[src/rtl/bsg_runtime_timer_snoop.sv]
// bsg_runtime_timer_snoop
//   Multi-channel runtime timer that passively watches the host-bound request
//   stream. A handshaken packet carrying the magic tag is a timer command:
//   opcode selects TOGGLE/START/STOP/CLEAR, channel-id selects the timer.
//   Each channel counts cycles while running and reports every completed
//   interval through a one-cycle done pulse.
//
//   Optional feature macro: BSG_RUNTIME_TIMER_SATURATE_EN
//     defined   : counters saturate at all-ones, overflow_o is a sticky flag
//     undefined : counters wrap, overflow_o is tied to 0
//
// Ports
//   clk_i, reset_n_i   clock, asynchronous active-low reset
//   v_i, ready_i       snooped handshake
//   packet_i           snooped request packet
//   running_o          per-channel running flag
//   count_o            per-channel cycle counts, channel 0 at LSB
//   laps_o             per-channel completed-interval counts
//   done_v_o           pulse: an interval completed (with done_chan_o/done_count_o)
//   err_v_o            pulse: command addressed a channel that does not exist
//   overflow_o         per-channel sticky saturation flags
module bsg_runtime_timer_snoop #(
    parameter int                     packet_width_p   = 128,
    parameter int                     tag_offset_p     = 82,
    parameter int                     tag_width_p      = 12,
    parameter logic [tag_width_p-1:0] tag_value_p      = 12'hAED,
    parameter int                     op_offset_p      = 0,
    parameter int                     chan_offset_p    = 2,
    parameter int                     num_channels_p   = 4,
    parameter int                     count_width_p    = 64,
    parameter int                     lap_width_p      = 16,
    parameter bit                     clear_on_start_p = 1'b1,
    localparam int                    chan_width_lp    = (num_channels_p > 1) ? $clog2(num_channels_p) : 1
) (
    input  logic                                    clk_i,
    input  logic                                    reset_n_i,
    input  logic                                    v_i,
    input  logic                                    ready_i,
    input  logic [packet_width_p-1:0]               packet_i,
    output logic [num_channels_p-1:0]               running_o,
    output logic [num_channels_p*count_width_p-1:0] count_o,
    output logic [num_channels_p*lap_width_p-1:0]   laps_o,
    output logic                                    done_v_o,
    output logic [chan_width_lp-1:0]                done_chan_o,
    output logic [count_width_p-1:0]                done_count_o,
    output logic                                    err_v_o,
    output logic [num_channels_p-1:0]               overflow_o
);

    localparam logic [1:0] OP_TOGGLE = 2'b00;
    localparam logic [1:0] OP_START  = 2'b01;
    localparam logic [1:0] OP_STOP   = 2'b10;
    localparam logic [1:0] OP_CLEAR  = 2'b11;

    typedef enum logic {IDLE = 1'b0, RUN = 1'b1} state_e;

    logic [tag_width_p-1:0]   tag;
    logic [1:0]               op;
    logic [chan_width_lp-1:0] ch;
    logic                     fire;
    logic                     bad;
    logic                     unused;

    assign tag  = packet_i[tag_offset_p +: tag_width_p];
    assign op   = packet_i[op_offset_p +: 2];
    assign ch   = packet_i[chan_offset_p +: chan_width_lp];
    assign fire = v_i & ready_i & (tag == tag_value_p);
    // Only reachable when num_channels_p is not a power of two.
    assign bad  = fire & (32'(ch) >= 32'(num_channels_p));
    // Most packet bits are payload we never look at.
    assign unused = ^packet_i;

    logic [num_channels_p-1:0]                    stop_all;
    logic [num_channels_p-1:0][count_width_p-1:0] cnt_next_all;

    for (genvar c = 0; c < num_channels_p; c++) begin : g_chan
        state_e                   state_q, state_n;
        logic [count_width_p-1:0] cnt_q, cnt_n;
        logic [lap_width_p-1:0]   laps_q;
        logic                     sel, is_run, start, stop, clear;

        assign sel    = fire & (32'(ch) == 32'(c));
        assign is_run = (state_q == RUN);
        // TOGGLE resolves to START from IDLE and STOP from RUN.
        assign start  = sel & ~is_run & ((op == OP_START) | (op == OP_TOGGLE));
        assign stop   = sel &  is_run & ((op == OP_STOP)  | (op == OP_TOGGLE));
        assign clear  = sel & (op == OP_CLEAR);

        always_comb begin
            state_n = state_q;
            case (state_q)
                IDLE:    if (start) state_n = RUN;
                RUN:     if (stop)  state_n = IDLE;
                default: state_n = IDLE;
            endcase
        end

        // A STOP edge is still a RUN edge, so the final count includes it.
        always_comb begin
            cnt_n = cnt_q;
            if (clear) begin
                cnt_n = '0;
            end else if (start) begin
                cnt_n = clear_on_start_p ? '0 : cnt_q;
            end else if (is_run) begin
`ifdef BSG_RUNTIME_TIMER_SATURATE_EN
                if (cnt_q != '1) cnt_n = cnt_q + count_width_p'(1);
`else
                cnt_n = cnt_q + count_width_p'(1);
`endif
            end
        end

        always_ff @(posedge clk_i or negedge reset_n_i) begin
            if (!reset_n_i) begin
                state_q <= IDLE;
                cnt_q   <= '0;
                laps_q  <= '0;
            end else begin
                state_q <= state_n;
                cnt_q   <= cnt_n;
                if (clear)     laps_q <= '0;
                else if (stop) laps_q <= laps_q + lap_width_p'(1);
            end
        end

`ifdef BSG_RUNTIME_TIMER_SATURATE_EN
        logic ovf_q;
        always_ff @(posedge clk_i or negedge reset_n_i) begin
            if (!reset_n_i)                  ovf_q <= 1'b0;
            else if (clear)                  ovf_q <= 1'b0;
            else if (is_run && cnt_q == '1)  ovf_q <= 1'b1;
        end
        assign overflow_o[c] = ovf_q;
`else
        assign overflow_o[c] = 1'b0;
`endif

        assign stop_all[c]     = stop;
        assign cnt_next_all[c] = cnt_n;
        assign running_o[c]    = is_run;
        assign count_o[c*count_width_p +: count_width_p] = cnt_q;
        assign laps_o[c*lap_width_p +: lap_width_p]      = laps_q;
    end

    // At most one channel stops per cycle, so an OR-mux picks its count.
    logic [count_width_p-1:0] stop_cnt;
    always_comb begin
        stop_cnt = '0;
        for (int i = 0; i < num_channels_p; i++) begin
            if (stop_all[i]) stop_cnt = stop_cnt | cnt_next_all[i];
        end
    end

    always_ff @(posedge clk_i or negedge reset_n_i) begin
        if (!reset_n_i) begin
            done_v_o     <= 1'b0;
            done_chan_o  <= '0;
            done_count_o <= '0;
            err_v_o      <= 1'b0;
        end else begin
            done_v_o <= |stop_all;
            err_v_o  <= bad;
            if (|stop_all) begin
                done_chan_o  <= ch;
                done_count_o <= stop_cnt;
            end
        end
    end

endmodule

[config.mk]
export PLATFORM = sky130hd
export DESIGN_NAME = bsg_runtime_timer_snoop
export DESIGN_NICKNAME = d
export VERILOG_FILES = /design/src/rtl/bsg_runtime_timer_snoop.sv
export SDC_FILE = /design/constraint.sdc
export NUM_CORES = 1
export LEC_CHECK = 0
export CELL_PAD_IN_SITES_DETAIL_PLACEMENT = 1
export CELL_PAD_IN_SITES_GLOBAL_PLACEMENT = 1
export CORE_MARGIN = 2
export CORE_UTILIZATION = 40
export DETAILED_ROUTE_END_ITERATION = 8
export GPL_ROUTABILITY_DRIVEN = 1
export HOLD_SLACK_MARGIN = 0.05
export PLACE_DENSITY = 0.88
export SYNTH_ARGS = -nofsm -noshare
export SYNTH_HDL_FRONTEND = slang
export SYNTH_SLANG_ARGS = --single-unit
[constraint.sdc]
create_clock -name clk_i -period 6.8 [get_ports clk_i]
set_input_delay 1.7 -clock clk_i [delete_from_list [all_inputs] [get_ports clk_i]]
set_output_delay 1.7 -clock clk_i [all_outputs]
set_load 0.01 [all_outputs]
==> out/metrics.csv <==
metric;value;unit
ANT nets after route;0;
Tcrit/Tclk final;71.0;%
Synth area leaders;dfrtp_1, nor2_1, xnor2_1, xor2_1, nand4_1;
Lkg Pwr;10.7;nW
critical path required time;7.27;ns
mapped cell area;20500;um^2
CTS buffer count;45;
core area;51000;um^2
die area;53100;um^2
Crit-path slowest cell;or4_1;
Area Overhead vs Synth;31.0;%
die height;230;um
First-pass DRT Iterations;5;
Worst Hold Depth;2;
Switch Pwr;0.00124;W
Final Setup Violations;0;
port bufs;410;
CTS Buffer Depth;3;
Hold Startpoint;done_chan_o[0];
r2r worst-path depth;7;
crit start category;input pin;
std cell rows;83;
pin count of the biggest net entering global routing;153;
Syn. warnings;0;
compound-cell area share of the yosys netlist;8.62;%
Clock Skew;0.0250;ns
die width;230;um
Final Hold Fails;0;
Total Wirelength;91600;um
Total Routing Usage GR;33.7;%
status;completed;
FMAX;0.207;GHz
Simple-Gate Fraction of Synth Area;27.8;%
post-cts resize count;0;
drt wl/cell;27.6;um
reg2reg end;done_count_o[37];
CP top delay family;simple AND/OR/NAND/NOR gates;
crit path time final;4.83;ns
XOR/XNOR share of the synthesized area;12.0;%
mux cell area share after synthesis;0.402;%
Worst EP arrival;5.30;ns
DR vias/cell;6.04;
r2r setup slk;3.18;ns
fin. max-slew vios;0;
Setup CP Type;input pin to register;
starting density of the core;40.2;%
Post CTS Setup Buffer Count;0;
GPL Wtd Cong;0.961;
Comb pwr share;4.9;%
Yosys cell types;78;
clock share of power;48.8;%
CP Max Fanout;12;
Primary FF master, synth;dfrtp_1;
post-synthesis sequential area ratio;47.7;%
Synth Area in Adders;0.488;%
NumNets Final;2750;
power density over the cells;192;nW/um^2
Clock Sinks;391;
Slew HR;20.7;%
Int Pwr;0.00393;W
CTS tree;yes;
R2R Path Start;g_chan[0].is_run;
io pins;528;
Synth top area share;47.7;%
switching part of the total;24.0;%
DRC;0;
setup tns final;0;ns
clk root buf;clkbuf_16;
WHS Endpoint;done_chan_o[0];
first-pass GRT wire length;135000;um
EDFF count, synth;0;
largest family of logic cells by synthesized area;simple AND/OR/NAND/NOR gates;
# hold bufs at CTS;0;
Synth Register Bits;391;
Avg Cell Area, Syn;9.26;um^2
critical path depth;8;
Async S/R FF share, synth;100;%
HPWL after DPL;69100;um
Seq pwr share;46.3;%
most instantiated cells after synthesis;nor2_1, dfrtp_1, xnor2_1, nand2_1, nand3_1;
worst path bufs/invs;1;
starting DRC count in detailed routing;1650;
Clk pin slew, worst setup/hold paths;0.06;ns
# diodes;0;
DR vias;20100;
Least-Margin Pin Slew;1.19;ns
GR Overflow Total;0;
Clk Latency, worst-skew pair;0.60;ns
final hold slack;0.490;ns
count leader, synth;nor2_1;
post-synth top area cell;dfrtp_1;
H-tree depth;2;
hold crit path type;register to register;
antenna violations before repair;1;
CP max stage delay;0.83;ns
Worst Setup End Kind;register;
Mapped Cells;2216;
RSZ-0062 raised after global routing;no;
layout cells sized above 1;6.20;%
crit-path cells;clkdlybuf4s50_1 > nand4b_4 > or4_1 > nor3_2 > nor2_1 > a222oi_1 > o311ai_0 > o21a_1;
number of global-route vias before repair;20900;
VDD IR max;0.168;mV
max-cap viol count;0;
worst max-delay path by stage:
stage,start,to,slack (ns)
2_1_floorplan,packet_i[92],done_count_o[27],2.91
3_3_place_gp,ready_i,done_count_o[5],1.46
3_5_place_dp,ready_i,done_count_o[5],1.40
4_1_cts,ready_i,done_count_o[5],2.01
5_1_grt,ready_i,done_count_o[5],1.81
6_report,ready_i,done_count_o[5],1.97
cell type report:
class | instances | area, um^2
fill | 5758 | 24100
multi-input combinational | 1677 | 10200
sequential | 391 | 9780
timing repair buffer | 448 | 4410
clock buffer | 69 | 1360
tap | 680 | 851
inverter | 47 | 176
clock inverter | 12 | 139
worst reg2reg max path: stages, from the launching register on:
cell	delay, ns
dfrtp_1	0.70
nand4_1	0.40
nor2_1	0.59
nand4_1	0.58
or4_1	0.62
a21oi_1	0.26
a2bb2oi_1	0.20
a31oi_1	0.21
stage by stage:
stage | setup slack (ns) | std cells | util [%] | power [W] | area (um^2)
after CTS | 2.01 | 3324 | 52.7 | 0.00519 | 26900
after global placement | 1.46 | 3243 | 49.8 | 0.00268 | 25400
after detailed placement | 1.40 | 3243 | 49.8 | 0.00268 | 25400
after global routing | 1.81 | 3324 | 52.7 | 0.00530 | 26900
after floorplan | 2.91 | 2220 | - | 0.00251 | 20500
final | 1.97 | 3324 | 52.7 | 0.00517 | 26900
routing by layer:
metal	part of all wire [%]	up-vias	track usage, %
met5	0.013	-	0
met1	38	10400	40.4
li1	-	8608	-
met4	5.8	2	18.1
met3	7.6	217	7.45
met2	48	888	56.7
power by group through the flow:
| stage | logic, W | registers (W) | clock network (W) |
|---|---|---|---|
| floorplan | 0.0000792 | 0.00243 | 0 |
| global placement | 0.000245 | 0.00243 | 0 |
| detailed placement | 0.000250 | 0.00243 | 0 |
| CTS | 0.000253 | 0.00239 | 0.00254 |
| global route | 0.000273 | 0.00240 | 0.00263 |
| finish | 0.000252 | 0.00239 | 0.00252 |
cells in the final DEF (no fill, tap or decap), types with 6 or more instances in the layout:
cell / synthesis / final
and3_1: 38 / 38
clkinv_2: 0 / 8
xor2_1: 110 / 110
a2bb2oi_1: 6 / 6
clkdlybuf4s50_1: 0 / 409
clkbuf_1: 71 / 12
mux2i_1: 6 / 6
buf_4: 9 / 37
nand3_1: 113 / 113
nor2b_1: 15 / 15
ha_1: 8 / 8
xnor2_1: 170 / 170
nor4_1: 50 / 49
nor3_2: 10 / 11
and4_1: 25 / 25
a31oi_1: 9 / 9
a222oi_1: 6 / 6
a221oi_1: 17 / 17
nand4_1: 105 / 105
dfrtp_1: 391 / 391
inv_1: 46 / 46
a21oi_1: 60 / 60
clkbuf_16: 0 / 47
nor3_1: 71 / 69
and2_1: 24 / 24
or2_2: 6 / 6
or4_1: 17 / 17
o221ai_1: 21 / 21
clkbuf_8: 0 / 10
nor4_2: 9 / 10
or3_1: 44 / 43
o21ai_0: 35 / 35
nor2_1: 412 / 410
o22ai_1: 23 / 23
o21a_1: 6 / 6
o22a_1: 25 / 25
nand2_1: 156 / 156
cells by family after synthesis:
family                   Yosys count
AND/OR/NAND/NOR                 1125
flip-flops                       391
XOR/XNOR                         280
AO/OA/AOI/OAI                    251
buffers and inverters            152
adder cells (fa/ha/maj)            8
multiplexers                       8
other                              1
sequential cells by signal, summed over array words and instances (netlist names):
register and count:
done_v_o 1, done_chan_o 2, g_chan.cnt_q 256, g_chan.is_run 4
done_count_o 64, g_chan.laps_q 64
(Power assumes the default switching activity.)
